--- src/rtl/ram_bit_streamer_pkg.sv ---
// Shared types and default widths for the RAM bit streamer and its RAM/top-level neighbours.
// No logic here; the FSM encoding and latency-counter width live in one place.
package ram_bit_streamer_pkg;

  localparam int DEF_RAM_WIDTH = 8;
  localparam int DEF_ADDR_SIZE = 5;
  localparam int MAX_RD_LAT    = 4;
  localparam int LAT_W         = $clog2(MAX_RD_LAT + 1);

  typedef enum logic [2:0] {
    ST_IDLE,
    ST_FETCH,
    ST_WAIT,
    ST_SHIFT,
    ST_FINISH
  } state_e;

endpackage

--- src/rtl/ram_bit_shifter.sv ---
// Parallel-load, MSB-first shift register with bit counter; load takes one edge, msb_o is valid the cycle after.
// Shifts only when shift_i is high, so the caller's handshake stalls it and holds msb_o stable.
module ram_bit_shifter
  import ram_bit_streamer_pkg::*;
#(
  parameter int WIDTH = DEF_RAM_WIDTH
) (
  input  logic             clk_i,
  input  logic             rst_i,
  input  logic             load_i,
  input  logic [WIDTH-1:0] data_i,
  input  logic             shift_i,
  output logic             msb_o,
  output logic             last_bit_o,
  output logic             empty_o
);

  localparam int CNT_W = (WIDTH > 1) ? $clog2(WIDTH) : 1;

  logic [WIDTH-1:0] sr_q, sr_d;
  logic [CNT_W-1:0] cnt_q, cnt_d;
  logic             full_q, full_d;

  always_comb begin
    sr_d   = sr_q;
    cnt_d  = cnt_q;
    full_d = full_q;
    if (load_i) begin
      sr_d   = data_i;
      cnt_d  = CNT_W'(WIDTH - 1);
      full_d = 1'b1;
    end else if (shift_i && full_q) begin
      sr_d = sr_q << 1;
      // cnt_q counts the index of the bit currently at the MSB
      if (cnt_q == '0) begin
        full_d = 1'b0;
      end else begin
        cnt_d = cnt_q - CNT_W'(1);
      end
    end
  end

  always_ff @(posedge clk_i) begin
    if (rst_i) begin
      sr_q   <= '0;
      cnt_q  <= '0;
      full_q <= 1'b0;
    end else begin
      sr_q   <= sr_d;
      cnt_q  <= cnt_d;
      full_q <= full_d;
    end
  end

  assign msb_o      = sr_q[WIDTH-1];
  assign last_bit_o = full_q && (cnt_q == '0);
  assign empty_o    = ~full_q;

endmodule

--- src/rtl/ram_bit_streamer.sv ---
// Walks a RAM address range and streams each word MSB-first; first bit 2+RD_LAT cycles after start, 1+RD_LAT gap between words.
// bit_valid/bit_out hold steady while bit_ready is low; RAM reads are only issued once the current word is fully drained.
module ram_bit_streamer
  import ram_bit_streamer_pkg::*;
#(
  parameter int RAM_WIDTH = DEF_RAM_WIDTH,
  parameter int ADDR_SIZE = DEF_ADDR_SIZE,
  parameter int RD_LAT    = 1
) (
  input  logic                 clk,
  input  logic                 rst,
  input  logic                 start,
  input  logic [ADDR_SIZE-1:0] start_addr,
  input  logic [ADDR_SIZE:0]   word_count,
  output logic                 mem_rd_en,
  output logic [ADDR_SIZE-1:0] mem_addr,
  input  logic [RAM_WIDTH-1:0] mem_rd_data,
  output logic                 bit_out,
  output logic                 bit_valid,
  input  logic                 bit_ready,
  output logic                 busy,
  output logic                 done
);

  state_e               state_q, state_d;
  logic [ADDR_SIZE-1:0] addr_q, addr_d;
  logic [ADDR_SIZE-1:0] mem_addr_q, mem_addr_d;
  logic [ADDR_SIZE:0]   remain_q, remain_d;
  logic [LAT_W-1:0]     lat_q, lat_d;

  logic sh_load, sh_shift, sh_msb, sh_last, sh_empty;

  ram_bit_shifter #(
    .WIDTH(RAM_WIDTH)
  ) u_shifter (
    .clk_i     (clk),
    .rst_i     (rst),
    .load_i    (sh_load),
    .data_i    (mem_rd_data),
    .shift_i   (sh_shift),
    .msb_o     (sh_msb),
    .last_bit_o(sh_last),
    .empty_o   (sh_empty)
  );

  always_comb begin
    state_d    = state_q;
    addr_d     = addr_q;
    mem_addr_d = mem_addr_q;
    remain_d   = remain_q;
    lat_d      = lat_q;
    sh_load    = 1'b0;
    sh_shift   = 1'b0;
    mem_rd_en  = 1'b0;
    bit_valid  = 1'b0;
    done       = 1'b0;
    case (state_q)
      ST_IDLE: begin
        if (start) begin
          addr_d   = start_addr;
          remain_d = word_count;
          state_d  = (word_count == '0) ? ST_FINISH : ST_FETCH;
        end
      end
      ST_FETCH: begin
        mem_rd_en  = 1'b1;
        mem_addr_d = addr_q;
        lat_d      = LAT_W'(RD_LAT);
        state_d    = ST_WAIT;
      end
      ST_WAIT: begin
        lat_d = lat_q - LAT_W'(1);
        if (lat_q == LAT_W'(1)) begin
          sh_load = 1'b1;
          state_d = ST_SHIFT;
        end
      end
      ST_SHIFT: begin
        bit_valid = ~sh_empty;
        if (bit_ready && !sh_empty) begin
          sh_shift = 1'b1;
          if (sh_last) begin
            // address wraps naturally at 2**ADDR_SIZE
            addr_d   = addr_q + ADDR_SIZE'(1);
            remain_d = remain_q - (ADDR_SIZE+1)'(1);
            state_d  = (remain_q == (ADDR_SIZE+1)'(1)) ? ST_FINISH : ST_FETCH;
          end
        end
      end
      ST_FINISH: begin
        done    = 1'b1;
        state_d = ST_IDLE;
      end
      default: state_d = ST_IDLE;
    endcase
  end

  always_ff @(posedge clk) begin
    if (rst) begin
      state_q    <= ST_IDLE;
      addr_q     <= '0;
      mem_addr_q <= '0;
      remain_q   <= '0;
      lat_q      <= '0;
    end else begin
      state_q    <= state_d;
      addr_q     <= addr_d;
      mem_addr_q <= mem_addr_d;
      remain_q   <= remain_d;
      lat_q      <= lat_d;
    end
  end

  // mem_addr shows the live address only while reading, otherwise the last one issued
  assign mem_addr = (state_q == ST_FETCH) ? addr_q : mem_addr_q;
  assign bit_out  = bit_valid & sh_msb;
  assign busy     = (state_q != ST_IDLE);

endmodule

--- config.mk ---
export PLATFORM = sky130hd
export DESIGN_NAME = ram_bit_streamer
export DESIGN_NICKNAME = d
export VERILOG_FILES = /design/src/rtl/ram_bit_streamer_pkg.sv /design/src/rtl/ram_bit_shifter.sv /design/src/rtl/ram_bit_streamer.sv
export SDC_FILE = /design/constraint.sdc
export NUM_CORES = 1
export LEC_CHECK = 0
export CORE_MARGIN = 1.5
export CORE_UTILIZATION = 45
export DETAILED_ROUTE_END_ITERATION = 6
export PLACE_DENSITY = 0.69
export RECOVER_POWER = 100
export SKIP_CTS_REPAIR_TIMING = 1
export SYNTH_ARGS = -nofsm -noshare
export SYNTH_HDL_FRONTEND = slang
export SYNTH_SLANG_ARGS = --single-unit
export TNS_END_PERCENT = 5
--- constraint.sdc ---
create_clock -name clk -period 2.3 [get_ports clk]
set_input_delay 0.46 -clock clk [delete_from_list [all_inputs] [get_ports clk]]
set_output_delay 0.46 -clock clk [all_outputs]
set_load 0.005 [all_outputs]
# Word-level counts from Yosys, hierarchy flattened
# Index checks and enable logic that the tools add are counted.
# op_classes
n_addsub	4
eq_ne	11
mux	32
bitwise	1
n_reduce_logical	15
# ops
cell	n
3-bit 2-to-1 mux	9
5-bit 2-to-1 mux	4
6-bit 2-to-1 mux	3
8-bit 2-to-1 mux	2
3-bit case mux with 4 select lines	1
6-bit case mux with 2 select lines	1
1-bit 2-to-1 mux	10
2-bit inequality test, second input constant	5
5-bit case mux with 2 select lines	1
4-bit AND reduction	2
2-bit nonzero test	4
3-bit by 1-bit == test with 1-bit output, second input constant	2
3-bit by 2-bit == test with 1-bit output, second input constant	2
6-bit by 1-bit == test with 1-bit output, second input constant	1
3-bit logical NOT	2
6-bit logical NOT	1
3-bit case mux with 2 select lines	1
3-bit by 1-bit subtractor with 3-bit output, second input constant	2
6-bit by 1-bit subtractor with 6-bit output, second input constant	1
5-bit by 1-bit adder with 5-bit output, second input constant	1
2-bit AND reduction	2
3-bit == test, second input constant	1
1-bit logical AND	3
3-bit nonzero test	1
1-bit AND	1
# totals
reg_bits	34
input_bits	23
output_inout_bits	10
elab_cells	71

# Longest topological paths before layout
# Gate-level depths: netlist (run 1).
# depth
depth_word	6
ltp_mapped	7

# Modules after synthesis
# From an unflattened synthesis (run 1), not the netlist that was laid out.
# hier_totals
hier_cells	233
hier_area_um2	1885.6
# modules_own_cells
mod	instances	cells_per_inst	area_each_um2	seq_area_each_um2
ram_bit_streamer	1	163	1306.3	440.4
ram_bit_shifter	1	70	579.3	240.2

# Worst setup path before layout (run 1)
# OpenSTA, ideal clock, no wires.
# synth_path
path_kind	flip-flop to output port
from	register state_q[0]
to	output mem_addr[0]
t_arrival_ns	1.230
slack_ns	0.610
stages_incl_launch_ff	4
path_buffers	1
cell_sequence	dfxtp_1 > buf_2 > nor3b_4 > mux2_2
# synth_via
elab_chain_cells	2
# synth_lines
element	line	text
from (decl)	ram_bit_streamer.sv:25	state_e state_q, state_d;
from (signal assigned)	ram_bit_streamer.sv:106	state_q <= state_d;
3-bit by 1-bit == test with 1-bit output	ram_bit_streamer.sv:115	assign mem_addr = (state_q == ST_FETCH) ? addr_q : mem_addr_q;
5-bit 2-to-1 mux	-	
to (decl)	ram_bit_streamer.sv:16	output logic [ADDR_SIZE-1:0] mem_addr,
# Every way passes these cells.

# Final worst setup path (run 1)
# layout_path
from	register state_q[1]
to	output mem_addr[1]
# The elaborated chain is that of the path after synthesis.

==> reports/metrics.cfg, run 1 <==
[floorplan]
initial_utilization_pct=47.8
fp.dieH_um=68.9
die_area_sq_mm=0.00475
rows=23
io_pins=33
dieWidth_um=68.9
core_sq_mm=0.00409

[worst_setup_path]
path_max_fanout=6
required_ns=1.84
start_kind=flip-flop
cp.arrival_ns=1.77
r2r_setup_slack_ns=0.18
r2r_start=state_q[2]
criticalPathCategory=flip-flop to output port
end_kind=output port
critPathLaunch=state_q[1]

[clock_tree]
cts_tree=yes
numCtsBuffers=5
clockBufferDepth=2
insertion_delay_ns=0.29
root_buffer=clkbuf_8
clock-sinks=34
clk_pin_slew_worst_paths_ns=0.07
htree_num_levels=2

[run_status]
outcome=finished clean

[global_routing]
grt_usage_pct=20.1
overflow=0
grt_pass1_wl_um=7080
antenna_found_initial=0
grt_max_degree=28
grt_pass1_vias=1600

[logic_synthesis]
mappedNetlistArea_sq_mm=0.00195
synth.area.top_cells=dfxtp_1 (35%), ha_1 (4.5%), nor2_1 (4.4%)
syn_avg_cell_area_sq_um=8.50
ys_seq_elements=34
ys_async_sr_fraction_pct=0
seq_area_frac_synth_pct=34.8
postSynthCellCount=230
dominantRegCellSynth=dfxtp_1
ys_warn_count=0
synthesis.nets=260
ys_types=53
synth_edf_count=0
synth_top_cell_by_area=dfxtp_1
synth_top_cell_area_share_pct=34.8

[routing]
via_per_inst=5.64
wl_met3_um=195
top_layer_used=met4
m1WireLength_um=2170
antenna_left=0
drtIter0Drc=111
wl_per_cell_um=13.7
routed_wl_um=4320
route.detailed.drc=0
dr.pass1.iters=5
route.vias.total=1776
met2_length_um=1890

[power_and_ir_drop]
power.density_mw_per_mm2=725
seqPwrFrac_pct=40.3
intPower_mw=1.24
sw_frac_of_total_pct=29.3
ir_drop_mv=0.359
p_sw_mw=0.516
p_comb_share_pct=27.8
p_clk_share_pct=31.9
p_leak_nw=0.898

[timing]
hold_viol=0
post-route-period-util_pct=96.9
final.setup.tns_ns=0
max_freq_mhz=449
max_slew_margin_pct=43.6
finClkSkew_ns=0.00538
hold_slack_ns=0.456
fin_crit_ns=2.23
tightest_slew_ns=0.846
report.final.slew_viol_count=0
rsz0062_at_grt=false
setup_viol=0

[final_layout]
nNetsFinal=295
final_util_pct=59.3
diodes=0
drive_gt1_share_pct=10.9
fillers=386
synthToLayoutAreaGrowth_pct=24.1

[placement]
routabilityCongestion=0.843
io_buffers=32
hpwlAfterDp_um=2950

[job]
max_cap_violations=0

[worst_hold_path]
hold_start=lat_q[1]
hp-class=flip-flop to flip-flop

-- per-layer routing --
| metal | GRT usage [%] | vias up |
|---|---|---|
| met5 | 0 | - |
| met4 | 9.07 | 0 |
| met3 | 5.19 | 7 |
| met2 | 31.0 | 33 |
| met1 | 26.3 | 822 |
| li1 | - | 914 |
-- cells by family (layout without fill, tap and decap cells) --
group	after synthesis	count (layout)	share of synthesized area, %
compound gates	63	63	22.4
fa+ha+maj	7	7	4.48
xor+xnor	1	1	0.448
mux	5	5	2.88
buf+inv	24	59	6.34
flops	34	34	34.8
simple gates	96	96	28.6
-- final cells by class --
class / instances / area [sq um] / share of cell area (%)
clock inverter: 1 / 30.0 / 1.24
sequential: 34 / 682 / 28.1
clock buffer: 6 / 82.6 / 3.41
inverter: 9 / 33.8 / 1.39
multi-input combinational: 172 / 1120 / 46.3
timing repair buffer: 43 / 410 / 16.9
tap: 50 / 62.6 / 2.58
-- placed cells by master, fill, tap and decap left out, types with 5 or more instances in the layout --
| master | synthesis | routed |
|---|---|---|
| a211oi_1 | 6 | 6 |
| a21oi_1 | 12 | 13 |
| a311oi_1 | 9 | 9 |
| and2_1 | 12 | 12 |
| buf_4 | 1 | 8 |
| clkbuf_8 | 0 | 6 |
| clkdlybuf4s50_1 | 0 | 27 |
| dfxtp_1 | 34 | 33 |
| dlygate4sd3_1 | 0 | 5 |
| ha_1 | 7 | 7 |
| inv_1 | 9 | 9 |
| mux2_2 | 5 | 5 |
| nand2_1 | 15 | 16 |
| nand3_1 | 13 | 14 |
| nor2_1 | 23 | 23 |
| o21ai_0 | 15 | 15 |
-- power by group through the flow --
stage	registers (mW)	clock network [mW]	logic, mW
2_1_floorplan	0.703	0	0.357
3_3_place_gp	0.717	0	0.485
3_5_place_dp	0.718	0	0.490
4_1_cts	0.704	0.577	0.494
5_1_grt	0.716	0.609	0.541
6_report	0.708	0.560	0.489
-- sequential cells by signal (all words and copies together) (netlist names) --
signal and cells:
mem_addr_q 5, addr_q 5, u_shifter.cnt_q 3, lat_q 3
u_shifter.full_q 1, state_q 3, u_shifter.sr_q 8, remain_q 6
-- stage by stage --
stage          power (mW)  setup slack (ns)  std cells  area [sq um]
2_1_floorplan        1.06             0.610        230          1950
3_3_place_gp         1.20             0.283        307          2320
3_5_place_dp         1.21             0.194        307          2320
4_1_cts              1.77           -0.0320        314          2430
5_1_grt              1.87           0.00205        315          2420
6_report             1.76            0.0711        315          2420
-- path summary, 6_finish.rpt --
path,depth (start not counted),endpoint
max,4,mem_addr[1]
min,2,lat_q[1]
max reg2reg,5,remain_q[3]
min reg2reg,2,lat_q[1]
-- synthesized netlist by cell type (2+ instances only) --
master / number
ha_1: 7
o21ai_0: 15
nand2_1: 15
a21oi_1: 12
o21ai_2: 2
a311oi_1: 9
and2_1: 12
mux2_2: 5
a31oi_1: 4
a21o_1: 2
o21bai_1: 2
clkbuf_1: 4
buf_6: 3
buf_2: 6
a2bb2oi_1: 2
inv_1: 9
a211oi_1: 6
and4b_1: 2
dfxtp_1: 34
nand3_1: 13
nor4_1: 3
a32oi_1: 2
nor2_1: 23
nor3_1: 4
nor2b_1: 2
nor3b_1: 4
or4_1: 2
-- critical path, stage by stage, from the launching register on --
cell and delay [ns]:
dfxtp_2 0.34, nor3b_4 0.17, buf_4 0.18, mux2_2 0.35, clkdlybuf4s50_1 0.45
No activity file was read; power rests on OpenSTA's default activity.
==> inputs of run 2 (changes only) <==
--- a/config.mk
+++ b/config.mk
@@ -8,7 +8,7 @@
 export CORE_MARGIN = 1.5
 export CORE_UTILIZATION = 45
 export DETAILED_ROUTE_END_ITERATION = 6
-export PLACE_DENSITY = 0.69
+export PLACE_DENSITY = 0.8
 export RECOVER_POWER = 100
 export SKIP_CTS_REPAIR_TIMING = 1
 export SYNTH_ARGS = -nofsm -noshare
==> run 2 against run 1 <==
Final cell count rose by 0.32%. Maximum frequency fell by 0.37%. First-iteration DRC count decreased by 19%. Utilization is 0.55 points higher. Routed wire length grew 3.7%. Sequential cell count unchanged. Worst hold slack gained 0.0047 ns. Total power is 0.28% higher. Sequential power is essentially flat. Global-route usage fell by 0.075 points. Critical path type unchanged. Largest cell class unchanged. Highest routed layer unchanged.
==> reports/metrics.cfg, run 2 (synthesis gave the netlist of run 1 again) <==
[job]
max_cap_violations=0  ; unchanged

[global_routing]
grt_pass1_vias=1563  ; -2.3%
grtUsageMet3_pct=5.52  ; +0.32 points
grt_usage_pct=20.0  ; -0.075 points
overflow=0  ; unchanged
grt_max_degree=22  ; -21%
top_usage_layer=met2
met2_usage_pct=30.8  ; -0.24 points
antenna_found_initial=0  ; unchanged
grt_pass1_wl_um=7070  ; about the same
use_met1_pct=26.2  ; -0.13 points

[final_layout]
fillers=372  ; -3.6%
largest_register=u_shifter.sr_q
synthToLayoutAreaGrowth_pct=25.2
layout_common_cells=dfxtp_1 (34), clkdlybuf4s50_1 (32), nor2_1 (23)
drive_gt1_share_pct=12.4  ; +1.5 points
largest_reg_flops=8  ; unchanged
top_regs=u_shifter.sr_q: 8 flops, remain_q: 6 flops
diodes=0  ; unchanged
seq_area_sq_um=681  ; -0.18%
nNetsFinal=295  ; unchanged
layout_commonest_cell=dfxtp_1
multi_input_area_sq_mm=0.00115  ; +2.7%
fin_cells=316  ; +0.32%

[timing]
fin_crit_ns=2.24  ; +0.00818 ns
max_freq_mhz=447  ; -0.37%
report.final.slew_viol_count=0  ; unchanged
hold_slack_ns=0.460  ; +0.00474 ns
setup_viol=0  ; unchanged
post-route-period-util_pct=97.3  ; +0.36 points
finClkSkew_ns=0.00697  ; +0.00159 ns
max_slew_margin_pct=70.2  ; +27 points
tightest_slew_ns=0.443  ; -0.404 ns
hold_viol=0  ; unchanged

[clock_tree]
numCtsBuffers=5  ; unchanged
htree_num_levels=2  ; unchanged
root_buffer=clkbuf_8
insertion_delay_ns=0.29  ; about the same
cts_tree=yes
clock-sinks=34  ; unchanged
clockBufferDepth=2  ; unchanged
clk_pin_slew_worst_paths_ns=0.07  ; about the same

[routing]
dr.pass1.iters=4  ; -1
route.vias.total=1822  ; +2.6%
antenna_left=0  ; unchanged
via_per_inst=5.77  ; +2.3%
wl_per_cell_um=14.2  ; +3.4%
routed_wl_um=4480  ; +3.7%
route.detailed.drc=0  ; unchanged
drtIter0Drc=90  ; -19%

[power_and_ir_drop]
p_sw_mw=0.532  ; +3.3%
p_leak_nw=0.891  ; -0.78%
p_comb_share_pct=28.9  ; +1.1 points
power.density_mw_per_mm2=720  ; -0.64%
seqPwrFrac_pct=40.2  ; about the same
sw_frac_of_total_pct=30.2  ; +0.88 points
intPower_mw=1.23  ; -0.96%
ir_drop_mv=0.311  ; -13%
p_clk_share_pct=30.9  ; -1.0 points

[floorplan]
initial_utilization_pct=47.8  ; unchanged
core_sq_mm=0.00409  ; unchanged
die_area_sq_mm=0.00475  ; unchanged
dieWidth_um=68.9  ; unchanged
io_pins=33  ; unchanged
fp.dieH_um=68.9  ; unchanged
rows=23  ; unchanged

[placement]
routabilityCongestion=0.851  ; +0.96%
hpwlAfterDp_um=3030  ; +2.6%
io_buffers=32  ; unchanged
place_inst=307  ; unchanged

[worst_setup_path]
start_kind=flip-flop
cp.arrival_ns=1.78  ; about the same
criticalPathCategory=flip-flop to output port
end_kind=output port
path_max_fanout=6  ; unchanged
required_ns=1.84  ; about the same

[worst_hold_path]
hp-class=flip-flop to flip-flop

[run_status]
outcome=finished clean

## run 2: path summary, 6_finish.rpt
kind	start	endpoint	slack, ns	cells past startpoint
max reg2reg	state_q[2]	u_shifter.cnt_q[2]	0.48	6
min	lat_q[1]	lat_q[1]	0.46	2
max	state_q[1]	mem_addr[1]	0.06	4
min reg2reg	lat_q[1]	lat_q[1]	0.46	2
## run 2: metal layers
layer  part of all wire, %  up-vias
met1                    49      864
li1                      -      910
met5                     0        -
met4                   1.5        0
met3                   4.5        5
met2                    45       43
## run 2: layout make-up
type	instances	area share [%]
Tap cell	50	2.56
Timing Repair Buffer	43	16.8
Inverter	9	1.38
Sequential cell	34	27.8
Clock inverter	1	1.23
Clock buffer	7	3.12
Multi-Input combinational cell	172	47.1
## run 2: stage by stage
| stage | util [%] | total power [mW] | setup slack (ns) | cell area, sq um | setup TNS, ns |
|---|---|---|---|---|---|
| floorplan | - | 1.06 | 0.610 | 1950 | 0 |
| global placement | 56.8 | 1.20 | 0.260 | 2320 | 0 |
| detailed placement | 56.8 | 1.21 | 0.220 | 2320 | 0 |
| CTS | 59.4 | 1.74 | 0.0209 | 2430 | 0 |
| global route | 59.9 | 1.86 | -0.00592 | 2450 | -0.00965 |
| finish | 59.9 | 1.76 | 0.0629 | 2450 | 0 |
## run 2: worst max-delay path: stages (launching register included)
cell and delay (ns):
dfxtp_1 0.35, nor3b_4 0.20, buf_6 0.15, mux2_2 0.34
clkdlybuf4s50_1 0.44
## run 2: power groups by stage
| stage | clock network (mW) | logic [mW] | registers, mW |
|---|---|---|---|
| CTS | 0.544 | 0.496 | 0.705 |
| detailed placement | 0 | 0.491 | 0.718 |
| global placement | 0 | 0.480 | 0.715 |
| global route | 0.577 | 0.563 | 0.715 |
| finish | 0.544 | 0.510 | 0.708 |
| floorplan | 0 | 0.357 | 0.703 |
